`src/rtl/lut_neuron_layer_pipe.sv`:
```
// Layer of quantised LUT neurons with runtime-loadable truth tables held in registers.
// Latency: 2 cycles from input acceptance to out_valid (S1 input register, S2 lookup register).
// Backpressure: out_ready stalls S2, S1 fills behind it, then in_ready drops; cfg writes never stall.
module lut_neuron_layer_pipe #(
    parameter int NUM_NEURONS = 4,
    parameter int FANIN       = 2,
    parameter int IN_BITS     = 2,
    parameter int OUT_BITS    = 2,
    parameter logic [OUT_BITS-1:0] RESET_ENTRY = '0,
    localparam int ADDR_W = FANIN * IN_BITS,
    localparam int DEPTH  = 1 << ADDR_W,
    localparam int NID_W  = (NUM_NEURONS > 1) ? $clog2(NUM_NEURONS) : 1
) (
    input  logic                            clk,
    input  logic                            rst_n,
    input  logic                            in_valid,
    output logic                            in_ready,
    input  logic [NUM_NEURONS*ADDR_W-1:0]   in_data,
    output logic                            out_valid,
    input  logic                            out_ready,
    output logic [NUM_NEURONS*OUT_BITS-1:0] out_data,
    input  logic                            cfg_we,
    input  logic [NID_W-1:0]                cfg_neuron,
    input  logic [ADDR_W-1:0]               cfg_addr,
    input  logic [OUT_BITS-1:0]             cfg_data,
    output logic                            cfg_err
);

    localparam logic [NID_W:0] NEURON_LIMIT = (NID_W+1)'(NUM_NEURONS);

    logic [OUT_BITS-1:0]             lut_q [NUM_NEURONS][DEPTH];
    logic                            s1_valid;
    logic [NUM_NEURONS*ADDR_W-1:0]   s1_data;
    logic [NUM_NEURONS*OUT_BITS-1:0] lookup;
    logic                            s1_adv;
    logic                            s2_adv;
    logic                            cfg_oor;

    assign s2_adv   = !out_valid || out_ready;
    assign s1_adv   = !s1_valid || s2_adv;
    assign in_ready = s1_adv;
    assign cfg_oor  = ({1'b0, cfg_neuron} >= NEURON_LIMIT);

    // Asynchronous read of the S1 vector; a write on the same edge lands after this sample.
    always_comb begin
        lookup = '0;
        for (int n = 0; n < NUM_NEURONS; n++) begin
            lookup[n*OUT_BITS +: OUT_BITS] = lut_q[n][s1_data[n*ADDR_W +: ADDR_W]];
        end
    end

    always_ff @(posedge clk) begin
        if (!rst_n) begin
            for (int n = 0; n < NUM_NEURONS; n++) begin
                for (int a = 0; a < DEPTH; a++) begin
                    lut_q[n][a] <= RESET_ENTRY;
                end
            end
            cfg_err <= 1'b0;
        end else begin
            if (cfg_we && !cfg_oor) begin
                lut_q[cfg_neuron][cfg_addr] <= cfg_data;
            end
            cfg_err <= cfg_we && cfg_oor;
        end
    end

    always_ff @(posedge clk) begin
        if (!rst_n) begin
            s1_valid  <= 1'b0;
            s1_data   <= '0;
            out_valid <= 1'b0;
            out_data  <= '0;
        end else begin
            if (s1_adv) begin
                s1_valid <= in_valid;
                if (in_valid) begin
                    s1_data <= in_data;
                end
            end
            if (s2_adv) begin
                out_valid <= s1_valid;
                if (s1_valid) begin
                    out_data <= lookup;
                end
            end
        end
    end

endmodule

```
`config.mk`:
```
export PLATFORM = sky130hd
export DESIGN_NAME = lut_neuron_layer_pipe
export DESIGN_NICKNAME = d
export VERILOG_FILES = /design/src/rtl/lut_neuron_layer_pipe.sv
export SDC_FILE = /design/constraint.sdc
export NUM_CORES = 1
export LEC_CHECK = 0
export ABC_AREA = 1
export BUFFER_PORTS_ARGS = -buffer_cell sky130_fd_sc_hd__buf_4
export CAP_MARGIN = 30
export CORE_ASPECT_RATIO = 0.8
export CORE_UTILIZATION = 36
export DETAILED_ROUTE_END_ITERATION = 6
export PLACE_DENSITY = 0.66
export SYNTH_ARGS = -nofsm -noshare
export SYNTH_HDL_FRONTEND = slang
export SYNTH_SLANG_ARGS = --single-unit
```
`constraint.sdc`:
```
create_clock -name clk -period 1.4 [get_ports clk]
set_clock_uncertainty 0.2 [all_clocks]
set_input_delay 0.14 -clock clk [delete_from_list [all_inputs] [get_ports clk]]
set_output_delay 0.14 -clock clk [all_outputs]
set_load 0.1 [all_outputs]
```
==> flow_results.org <==
** Timing
- Measured against its own limit, the worst slew margin works out to 0.6496.
- In the post-route analysis, the smallest setup slack over all paths is -0.01404 ns.
- Setup repair after global routing could not meet its margin everywhere.
- Final worst path period share :: 1.010
- Max Transition Viols Final :: 0
- Worst Hold Margin :: -0.1423 ns
- The final hold violation count was 2.
- Worst slew pin tran :: 0.5256 ns
- Setup violations remaining at the end of the flow were counted as 1.
- Timing would allow up to slightly above 700 MHz.
- Minimum period implied by the final worst setup slack :: roughly 1.4 ns

** Power and ir drop
- Total power for the finished layout comes to 11.41 mW.
- Leakage power summed over all cells :: approximately 4.5 nW
- Summed over all nets, the switching power comes to 2.965 mW.
- Power spread over the standard cell area amounts to between 1000 and 1500 mW/mm².
- Of the total power, combinational logic draws 0.129.
- Of the total power, the share spent switching nets is 0.2599.
- Worst vdd rail ir drop :: ~0.00073 V
- The share of total power dissipated in sequential elements is 0.468.
- Of the total power, the clock network draws 0.403.
- Internal power of the cells :: between 8 and 9 mW

** Route
- DRC viols :: 0
- The first routing iteration left about 630 violations.
- Using the TritonRoute via totals, the vias-per-cell ratio works out to between 4 and 5.
- The final layout contains routed wiring with a total length of between 15000 and 20000 µm.
- Residual antenna-violating net count after detailed routing :: 0
- First-pass iteration count of the detailed router :: 5
- Number of vias after detailed routing :: 6461
- After detailed routing, the average wire length per cell comes to 14.51 µm.

** Critical path
- Data arrives at the worst endpoint at approximately 1.1 ns.
- Standard cell with the maximum stage delay on the critical path :: sky130_fd_sc_hd__dfxtp_2
- R2r startpoint :: s1_data[4]
- Kind of end point of the critical path :: output port
- The worst setup path is launched from a flip-flop.
- Type of the worst setup path :: flip-flop to output port
- At the worst endpoint, the required time is around 1.1 ns.
- The worst register-to-register path has a setup slack of roughly 0.020 ns.
- Timing endpoint of the critical path :: in_ready
- In this design, the stage delay of the slowest critical-path cell is about 0.36 ns.
- Counting cells, the worst reg-to-reg path comes to 8.
- Crit path from :: s1_valid
- Worst reg2reg path endpoint :: out_data[2]
- Along the worst path, the maximum fanout reaches 3.
- Critical-path cell list :: nand3_4 -> buf_12

** Run
- Across the run, the number of max-cap violations was 0.

** Clock network
- Max clock buf depth :: 2
- The tree is rooted in a sky130_fd_sc_hd__clkbuf_16.
- TritonCTS built the clock tree.
- CTS sink count :: ~150
- The later pin in the worst-skew pair is clocked with a latency of roughly 0.43 ns.
- After clock tree synthesis, the clock-pin slew on the worst setup and hold paths is about 0.060 ns.
- The number of clock buffers added by TritonCTS is 17.
- # H-tree levels :: 4

** Finish
- P&R area growth vs syn :: 31.05%
- Number of antenna cells inserted :: 0
- The library cell used most frequently in the layout, excluding fill and tap cells, is sky130_fd_sc_hd__nand2_1.
- Once layout is complete, the cells apart from fillers number ~1300.
- At the end of the flow the core is filled with cells to 0.4809.
- Proportion of layout cells with a drive suffix above 1 :: 0.2442
- Highest-count cells in the layout ignoring fill and taps :: sky130_fd_sc_hd__nand2_1 (319), sky130_fd_sc_hd__nor2_1 (149), sky130_fd_sc_hd__edfxtp_1 (128), sky130_fd_sc_hd__buf_4 (115), sky130_fd_sc_hd__inv_1 (87)
- Number of nets in the final layout :: 1093

** Global routing
- For this run, global-route usage on met1 was measured as 0.2519.
- Fraction of met3 tracks used by global routing :: 0.03649
- All-layer global routing usage :: 0.1853
- For met2 alone, demand over resource in global routing was 0.2949.
- The first global-routing pass estimated about 30000 µm of wire.
- The global routing stage identified its most utilized layer as met2.
- Number of antenna violations at the first check in global routing :: 0
- The number of global-route vias before repair came to ~6200.
- Entering global routing, the biggest net connects between 40 and 50 pins.
- After global routing the overflow that remains totals 0.

** Synthesis
- Number of warnings printed during yosys synthesis :: 0
- Share of synthesized area occupied by flip-flops and latches :: 0.5745
- Unique masters post-synth :: 19
- A synthesized cell averages approximately 8 µm².
- The mapped netlist covers between 0.007 and 0.008 mm².
- Async SR Flop Fraction :: 0
- When the netlist entered floorplanning its net count stood at around 960.
- Synthesized instance count :: slightly above 900
- Synthesis inferred approximately 150 register bits.
- Leading register cell type out of synthesis :: sky130_fd_sc_hd__edfxtp_1
- Number of synthesized flops with an enable pin :: between 100 and 150

** Worst hold path
- The worst hold path belongs to the class primary input to flip-flop.

** Run status
- Result of the run :: finished, violations left
- The final reports fail on negative hold slack, negative setup slack.

** Die
- The floorplan has 47 rows.
- Ports :: 40
- In this run the standard cell core region covers 0.02070 mm².
- Die outline height :: approximately 130 µm
- Overall die area :: 0.02169 mm²
- Starting density of the core :: 0.3670
- Width of the die :: between 150 and 200 µm

** Placement
- Number of placed cells counting well taps :: 1291
- Quantity of I/O buffers inserted on ports :: 38
- Detailed placement ended at an HPWL of between 10000 and 15000 µm.
- Last weighted congestion value of the routability-driven placer :: between 0.8 and 0.9
## critical path: cells and delay by family, from the launching register on
| kind | cells | cell delay [ns] |
|---|---|---|
| DFF | 1 | 0.36 |
| buffers and inverters | 1 | 0.18 |
| and+or+nand+nor | 1 | 0.11 |
## registers in the layout (all words and copies together), names as in the netlist
name       count
lut_q        128
s1_data       16
out_data       8
out_valid      1
s1_valid       1
## power by group through the flow
stage | sequential (mW) | combinational (mW) | clock (mW)
after floorplan | 5.51 | 0.776 | 0
after global placement | 5.40 | 1.30 | 0
after detailed placement | 5.41 | 1.31 | 0
after CTS | 5.32 | 1.36 | 4.62
after global routing | 5.36 | 1.62 | 4.83
final | 5.34 | 1.48 | 4.59
## area by class of cell
| type | count | area (µm²) |
|---|---|---|
| fillers | 1900 | 10750 |
| flip-flops and latches | 154 | 4394 |
| multi-input cells | 630 | 2754 |
| repair buffers | 159 | 1441 |
| clock buffers | 23 | 530.5 |
| inverters | 100 | 414.1 |
| well taps | 269 | 336.6 |
| clock inverters | 9 | 73.82 |
| repair inverters | 2 | 10.01 |
## how the worst min path moves through the flow
stage,cells past startpoint,slack (ns),endpoint,startpoint
floorplan,2,0.11,s1_data[8],in_data[8]
global placement,3,0.21,s1_data[0],in_data[0]
detailed placement,3,0.21,s1_data[0],in_data[0]
CTS,4,-0.18,out_valid,out_ready
global route,4,-0.1,out_valid,out_ready
finish,4,-0.14,out_valid,out_ready
## kinds of logic (layout without fill, tap and decap cells)
kind of cell	count (synthesis)	after routing	synth area share
simple gates	595	595	0.3163
flops	154	154	0.5745
compound gates	34	34	0.02240
buf+inv	146	293	0.08631
other cells	1	1	0.0004937
## synthesized netlist by cell type (8+ instances only)
master / count / area, µm²
sky130_fd_sc_hd__a21oi_1: 18 / 90.09
sky130_fd_sc_hd__nor2_2: 16 / 100.1
sky130_fd_sc_hd__o21ai_0: 16 / 80.08
sky130_fd_sc_hd__nand2_1: 337 / 1265
sky130_fd_sc_hd__clkbuf_1: 20 / 75.07
sky130_fd_sc_hd__edfxtp_1: 128 / 3844
sky130_fd_sc_hd__dfxtp_1: 26 / 520.5
sky130_fd_sc_hd__buf_4: 12 / 90.09
sky130_fd_sc_hd__nand3_1: 89 / 445.4
sky130_fd_sc_hd__nor2_1: 149 / 559.3
sky130_fd_sc_hd__buf_2: 8 / 40.04
sky130_fd_sc_hd__inv_1: 88 / 330.3
## layer usage
layer	routed length, µm	vias to the layer above	share of wire
li1	-	3205	-
met1	8793	3013	0.45
met5	0	-	0
met3	1208	30	0.062
met2	9203	213	0.47
met4	327	0	0.017
## through the flow
stage	TNS [ns]	area [µm²]	setup slack, ns
4_1_cts	-0.04031	9624	-0.02395
3_5_place_dp	-21.43	8827	-0.1843
2_1_floorplan	-4.776	7645	-0.2813
5_1_grt	-0.2325	9955	-0.05843
6_report	-0.01404	9955	-0.01404
3_3_place_gp	-19.69	8827	-0.1843
## repair_timing
action,CTS,global route
pin swaps,0,20
resized for setup,12,77
hold buffers,16,1
endpoints found under the setup margin,9,27
setup buffers,0,2
endpoints found under the hold margin,23,4
gates cloned,0,4
Note: power is estimated with default switching activity, not from simulation.
